`src/rtl/stream_mac_v2.sv`:
```
// stream_mac_v2: AXIS read-data multiply-accumulate for bandwidth testing.
// Each accepted beat is split into DATA_WIDTH/LANE_W elements. The elements are summed,
// or their squares are summed, as signed or unsigned values, into an ACC_W accumulator.
// After a programmed number of beats the block reports done with the result and a sticky
// overflow flag.
//
// Ports:
//   clk_i, rstn_i        clock, asynchronous active-low reset
//   start_i, abort_i     run control pulses (abort wins when both are high)
//   nbeats_i, mode_i,    run configuration, latched when a start is accepted
//   is_signed_i
//   s_axis_*             AXI-Stream beat input; tready is registered
//   result_o, overflow_o accumulator value and sticky overflow flag
//   busy_o, done_o       busy is high in RUN/DRAIN; done is high in DONE
//   beat_cnt_o           beats accepted in the current run
module stream_mac_v2 #(
  parameter int unsigned DATA_WIDTH = 64,
  parameter int unsigned LANE_W     = 8,
  parameter int unsigned ACC_W      = 48,
  parameter int unsigned CNT_W      = 32
) (
  input  logic                  clk_i,
  input  logic                  rstn_i,
  input  logic                  start_i,
  input  logic                  abort_i,
  input  logic [CNT_W-1:0]      nbeats_i,
  input  logic                  mode_i,
  input  logic                  is_signed_i,
  input  logic                  s_axis_tvalid_i,
  input  logic [DATA_WIDTH-1:0] s_axis_tdata_i,
  output logic                  s_axis_tready_o,
  output logic [ACC_W-1:0]      result_o,
  output logic                  overflow_o,
  output logic                  busy_o,
  output logic                  done_o,
  output logic [CNT_W-1:0]      beat_cnt_o
);

  localparam int unsigned Lanes = DATA_WIDTH / LANE_W;
  localparam int unsigned ExtW  = LANE_W + 1;  // one extra bit carries sign or zero
  localparam int unsigned SqW   = 2 * LANE_W;

  typedef enum logic [1:0] {StIdle, StRun, StDrain, StDone} state_e;

  state_e                  state_q, state_d;
  logic                    tready_q, tready_d;
  logic [CNT_W-1:0]        cnt_q, cnt_d;
  logic [CNT_W-1:0]        nbeats_q, nbeats_d;
  logic                    mode_q, mode_d;
  logic                    signed_q, signed_d;
  logic [ACC_W-1:0]        acc_q, acc_d;
  logic                    ovf_q, ovf_d;

  logic signed [ExtW-1:0]  s1_lane_q [Lanes];
  logic signed [ExtW-1:0]  s1_lane_d [Lanes];
  logic                    s1_vld_q, s1_vld_d;
  logic [ACC_W-1:0]        s2_sum_q, s2_sum_d;
  logic                    s2_vld_q, s2_vld_d;

  logic                    accept;
  logic                    start_ok;
  logic [ACC_W-1:0]        add_sum;
  logic                    add_carry;
  logic                    add_ovf;

  // tready_q is only ever high in RUN, so it already qualifies the handshake.
  assign accept   = s_axis_tvalid_i & tready_q;
  assign start_ok = start_i & ~abort_i & ((state_q == StIdle) | (state_q == StDone));

  // Control FSM
  always_comb begin
    state_d  = state_q;
    cnt_d    = cnt_q;
    nbeats_d = nbeats_q;
    mode_d   = mode_q;
    signed_d = signed_q;
    if (abort_i) begin
      state_d = StIdle;
    end else begin
      unique case (state_q)
        StIdle, StDone: begin
          if (start_ok) begin
            state_d  = StRun;
            cnt_d    = '0;
            nbeats_d = nbeats_i;
            mode_d   = mode_i;
            signed_d = is_signed_i;
          end
        end
        StRun: begin
          if (accept) cnt_d = cnt_q + CNT_W'(1);
          // Also covers nbeats=0: RUN lasts a single cycle.
          if (cnt_d >= nbeats_q) state_d = StDrain;
        end
        StDrain: begin
          // S1 empty means the last S2 sum lands in the accumulator on this edge.
          if (!s1_vld_q) state_d = StDone;
        end
        default: state_d = StIdle;
      endcase
    end
    tready_d = (state_d == StRun) && (cnt_d < nbeats_d);
  end

  // S1: split the beat into lanes and extend each by one bit
  always_comb begin
    s1_vld_d = accept & ~abort_i;
    for (int unsigned i = 0; i < Lanes; i++) begin
      s1_lane_d[i] = {signed_q & s_axis_tdata_i[i*LANE_W + LANE_W - 1],
                      s_axis_tdata_i[i*LANE_W +: LANE_W]};
    end
  end

  // S2: optional square, then sum the lanes modulo 2^ACC_W
  always_comb begin
    logic [SqW-1:0]   sq;
    logic [ACC_W-1:0] term;
    s2_vld_d = s1_vld_q & ~abort_i;
    s2_sum_d = '0;
    for (int unsigned i = 0; i < Lanes; i++) begin
      // A square is never negative and fits in SqW bits, so it is zero-extended.
      sq = SqW'(s1_lane_q[i] * s1_lane_q[i]);
      if (mode_q) begin
        term = ACC_W'(sq);
      end else begin
        term = {{(ACC_W-ExtW){s1_lane_q[i][ExtW-1]}}, s1_lane_q[i]};
      end
      s2_sum_d = s2_sum_d + term;
    end
  end

  // S3: accumulate and track overflow
  always_comb begin
    {add_carry, add_sum} = {1'b0, acc_q} + {1'b0, s2_sum_q};
    if (signed_q) begin
      add_ovf = (acc_q[ACC_W-1] == s2_sum_q[ACC_W-1]) && (add_sum[ACC_W-1] != acc_q[ACC_W-1]);
    end else begin
      add_ovf = add_carry;
    end
    acc_d = acc_q;
    ovf_d = ovf_q;
    if (start_ok) begin
      acc_d = '0;
      ovf_d = 1'b0;
    end else if (s2_vld_q && !abort_i) begin
      acc_d = add_sum;
      ovf_d = ovf_q | add_ovf;
    end
  end

  always_ff @(posedge clk_i or negedge rstn_i) begin
    if (!rstn_i) begin
      state_q  <= StIdle;
      tready_q <= 1'b0;
      cnt_q    <= '0;
      nbeats_q <= '0;
      mode_q   <= 1'b0;
      signed_q <= 1'b0;
      acc_q    <= '0;
      ovf_q    <= 1'b0;
      s1_vld_q <= 1'b0;
      s2_vld_q <= 1'b0;
      s2_sum_q <= '0;
      for (int unsigned i = 0; i < Lanes; i++) s1_lane_q[i] <= '0;
    end else begin
      state_q  <= state_d;
      tready_q <= tready_d;
      cnt_q    <= cnt_d;
      nbeats_q <= nbeats_d;
      mode_q   <= mode_d;
      signed_q <= signed_d;
      acc_q    <= acc_d;
      ovf_q    <= ovf_d;
      s1_vld_q <= s1_vld_d;
      s2_vld_q <= s2_vld_d;
      if (accept)   s1_lane_q <= s1_lane_d;
      if (s1_vld_q) s2_sum_q  <= s2_sum_d;
    end
  end

  assign s_axis_tready_o = tready_q;
  assign result_o        = acc_q;
  assign overflow_o      = ovf_q;
  assign busy_o          = (state_q == StRun) | (state_q == StDrain);
  assign done_o          = (state_q == StDone);
  assign beat_cnt_o      = cnt_q;

endmodule

```
`config.mk`:
```
export PLATFORM = sky130hd
export DESIGN_NAME = stream_mac_v2
export DESIGN_NICKNAME = d
export VERILOG_FILES = /design/src/rtl/stream_mac_v2.sv
export SDC_FILE = /design/constraint.sdc
export NUM_CORES = 2
export LEC_CHECK = 0
export BUFFER_PORTS_ARGS = -buffer_cell sky130_fd_sc_hd__buf_2
export CORE_ASPECT_RATIO = 0.9
export CORE_MARGIN = 5
export CORE_UTILIZATION = 55
export CTS_BUF_LIST = sky130_fd_sc_hd__clkbuf_16
export DETAILED_ROUTE_END_ITERATION = 6
export PLACE_DENSITY = 0.8
export SYNTH_ARGS = -nofsm -noshare
export SYNTH_HDL_FRONTEND = slang
export SYNTH_SLANG_ARGS = --single-unit
export TNS_END_PERCENT = 100
```
`constraint.sdc`:
```
create_clock -name clk_i -period 11.8 [get_ports clk_i]
set_input_delay 2.36 -clock clk_i [delete_from_list [all_inputs] [get_ports clk_i]]
set_output_delay 2.36 -clock clk_i [all_outputs]
set_load 0.1 [all_outputs]
```
==> summary by stage <==
Global route
The initial antenna violation count is 3. For met1 alone, demand over resource in global routing was 0.333. The met3 track demand over resource in global routing is 0.0450.

For this run, the total global-route usage over all layers was measured as 0.247. The met2 layer usage reported by global route is 0.408. The number of global-route vias before repair is 28600. The global-route layer with the greatest usage is met2.

Entering global routing, the biggest net connects 124 pins. The first global-routing pass estimated 148 mm of wire. The final global-route overflow total is 0.

Cells and area
In the final layout, the share of cells above drive strength 1 is 0.0959. The finished layout holds 4952 standard cells, fillers aside. The final design area excluding fillers is 0.0396 mm². The net count reported at finish is 5092. Leaving out fill and tap cells, the most frequent cell in the layout is sky130_fd_sc_hd__inv_1. In the layout the commonest cells are sky130_fd_sc_hd__inv_1, sky130_fd_sc_hd__fa_1, sky130_fd_sc_hd__ha_1, sky130_fd_sc_hd__nand2_1, sky130_fd_sc_hd__dfrtp_1. After filler insertion, the fill cell instance count of the layout stands at 5616. The synthesis-to-finish area growth is 7.26%.

Setup path
The worst register-to-register path ends at s2_sum_q[28]. The class of the most critical setup path is flop to flop. The startpoint of the worst register-to-register path is s1_lane_q[26]. STA classifies the critical path endpoint as a flop. Among cell families on the critical path, the largest total delay comes from adder cells. The most critical setup path has its startpoint at s1_lane_q[26].

The largest single stage delay on the critical path is 0.93 ns. The cell occurring most often along the worst timing path is sky130_fd_sc_hd__fa_1. The required time at the endpoint of the critical path is 12.26 ns. The number of buffer and inverter instances along the worst setup path is 4. The slowest stage cell on the critical path is sky130_fd_sc_hd__a21oi_1.

The worst register-to-register path has a setup slack of 1.75 ns. The worst reg2reg path depth is 31. The kind of start point of the critical path is a flop. The arrival time of data at the critical path endpoint is 10.51 ns. In this run the worst path has a maximum fanout of 18.

Yosys
After synthesis, the share of flip-flops with an asynchronous set or reset is 1.00. The cell count after synthesis came out at 3958. The number of different library cells used by synthesis comes to 90. The xor and xnor area share after synthesis is 0.0571.

The share of synthesized cell area in and, or, nand and nor gates is 0.120. After synthesis, the largest family of logic cells by area is adder cells. In the synthesized netlist the dominant register cell turns out to be sky130_fd_sc_hd__dfrtp_1. The post-synthesis cell area is 0.0370 mm². The share of synthesized area spent on multiplexers is 0.0341. Counting flops and latches in the post-synthesis netlist gives 240. The compound-gate portion of the synthesized area is 0.114.

The number of warning messages in the yosys log is 0. The net count of the mapped netlist is 4998. After synthesis, the mean cell area works out to 9.34 µm². For this run, the register share of the synthesized area comes to 0.163. Yosys mapped a number of flops with a built-in enable equal to 0. Of the total synthesized cell area, the portion taken by full adders, half adders and majority gates is 0.423.

Detailed routing
Summed over all layers, the routed wires come to 89.1 mm. Detailed routing inserted a total of 27400 vias. The number of DRC violations after detailed routing is 0. The mean routed wirelength per cell is 18.0 µm.

In this run the remaining antenna-violating nets after routing total 0. The first TritonRoute pass finished after 5 iterations. The number of DRC violations after detailed-routing iteration 0 is 1675. The number of vias per cell after detailed routing is 5.53.

Placement
The instance area at placement is 0.0386 mm². The global placement routability congestion is 0.917. The number of instances in the placed design is 4893. The count of port buffers added during placement is 186.

The placed wire-length estimate after detailed placement is 71.9 mm.

Clock network
The clock passes through at most 3 buffers. Post-CTS timing repair inserted 0 buffers for setup. The total CTS buffers is 31. In this run the number of H-tree levels came out at 1. The clock slew seen by the registers of the worst setup and hold paths is 0.06 ns. TritonCTS built the clock tree. At the later pin of the worst-skew pair, clock insertion delay measures 0.65 ns. The CTS sink count is 240.

In this run the clock root is driven by a sky130_fd_sc_hd__clkbuf_16. Buffers inserted to repair hold after CTS numbered 0. Post-CTS repair changed the size of 0 cells.

Floorplan
The number of rows created at floorplan is 90. For this configuration, the core starts out at a cell density of 0.553. The die span in x is 283 µm.

The chip height is 256 µm. The die covers 0.0725 mm². The total area inside the core boundary comes to 0.0668 mm².

The number of placed I/O pins is 187.

STA
The number of hold violations in the final report was 0. The final worst clock skew is 0.0310 ns. Setup repair after global routing left no endpoint under its margin. The actual slew at the worst max-slew pin is 1.18 ns. The worst slew margin relative to its limit is 0.213. For this run, the top clock speed supported by timing is 99.5 MHz. The count of endpoints failing setup in the final report is 0. The post-route worst hold slack is 0.511 ns. For the final routed database, the setup TNS stands at 0 ns. The max-slew violation count came to 0. Dividing the final minimum period by the clock period gives 0.851. The clock period could shrink to 10.05 ns.

Hold path
The endpoint of the worst hold path is result_o[17]. The path type of the worst min-delay path is flop to flop. The worst hold path begins at result_o[17]. Counting instances, the worst hold path has a depth of 2.

Flow run
The max-capacitance violation count is 0.

Run status
The run finished with clean final reports.
cell usage after synthesis (13+ instances only):
library cell | count | share of area
sky130_fd_sc_hd__nor2b_1 | 71 | 0.012
sky130_fd_sc_hd__and2_1 | 151 | 0.026
sky130_fd_sc_hd__nor3_1 | 18 | 0.0024
sky130_fd_sc_hd__nand2_1 | 329 | 0.033
sky130_fd_sc_hd__nand4_1 | 18 | 0.0030
sky130_fd_sc_hd__clkbuf_1 | 114 | 0.012
sky130_fd_sc_hd__a31oi_1 | 20 | 0.0034
sky130_fd_sc_hd__o21bai_1 | 30 | 0.0061
sky130_fd_sc_hd__nor2_1 | 149 | 0.015
sky130_fd_sc_hd__o21ai_0 | 205 | 0.028
sky130_fd_sc_hd__xnor2_1 | 179 | 0.042
sky130_fd_sc_hd__fa_1 | 522 | 0.28
sky130_fd_sc_hd__or2_2 | 20 | 0.0034
sky130_fd_sc_hd__mux2i_1 | 50 | 0.014
sky130_fd_sc_hd__dfrtp_1 | 240 | 0.16
sky130_fd_sc_hd__xor2_1 | 62 | 0.015
sky130_fd_sc_hd__a21oi_1 | 157 | 0.021
sky130_fd_sc_hd__ha_1 | 415 | 0.14
sky130_fd_sc_hd__a21o_1 | 86 | 0.017
sky130_fd_sc_hd__mux2_2 | 66 | 0.020
sky130_fd_sc_hd__nand2b_1 | 30 | 0.0051
sky130_fd_sc_hd__inv_1 | 730 | 0.074
sky130_fd_sc_hd__a22o_1 | 14 | 0.0033
sky130_fd_sc_hd__a211oi_1 | 13 | 0.0026
sky130_fd_sc_hd__o31ai_1 | 22 | 0.0045
sky130_fd_sc_hd__nand3_1 | 47 | 0.0064
per-stage QoR:
| stage | setup slack (ns) | util |
|---|---|---|
| after floorplan | 3.22 | - |
| after global placement | 2.26 | 0.578 |
| after detailed placement | 1.99 | 0.578 |
| after CTS | 1.93 | 0.593 |
| after global routing | 1.16 | 0.593 |
| final | 1.75 | 0.593 |
how the worst max path moves through the flow:
stage	to	slack [ns]	depth (start not counted)
global placement	s2_sum_q[44]	2.26	31
detailed placement	s2_sum_q[34]	1.99	31
CTS	s2_sum_q[28]	1.93	31
global route	s2_sum_q[40]	1.16	31
floorplan	s2_sum_q[28]	3.22	35
finish	s2_sum_q[28]	1.75	31
flip-flops by register name (all words and copies together) (netlist names):
name             cells
s1_lane_q           72
result_o            48
s2_sum_q            48
beat_cnt_o          32
nbeats_q            32
state_q              2
mode_q               1
overflow_o           1
s1_vld_q             1
s2_vld_q             1
s_axis_tready_o      1
signed_q             1
area by class of cell:
cell class                 instances  area (µm²)  share of cell area
multi-input combinational       2849       27700               0.699
sequential                       240        6010               0.152
inverter                         732        2750              0.0693
tap                              874        1090              0.0276
timing repair buffer             198        1030              0.0260
clock buffer                      31         776              0.0196
clock inverter                    27         287             0.00723
antenna                            1        2.50           0.0000631
routing by layer:
layer  up-vias  part of all wire
met5         -           0.00030
met4         4             0.038
met3       187             0.064
met2       771              0.47
met1     13600              0.42
li1      12900                 -
cell families after synthesis:
kind of cell             after synthesis
AO/OA/AOI/OAI                        662
buffers and inverters                869
XOR/XNOR                             241
flip-flops                           240
multiplexers                         117
adder cells (fa/ha/maj)              937
AND/OR/NAND/NOR                      892
tightest hold or removal path, cell delays in order (launching register included):
cell	delay (ns)
sky130_fd_sc_hd__dfrtp_1	0.36
sky130_fd_sc_hd__nand2_1	0.05
sky130_fd_sc_hd__o21ai_0	0.06
Power is not shown: default switching activity piles up to over one toggle a cycle in this logic, so the estimate is an artifact.
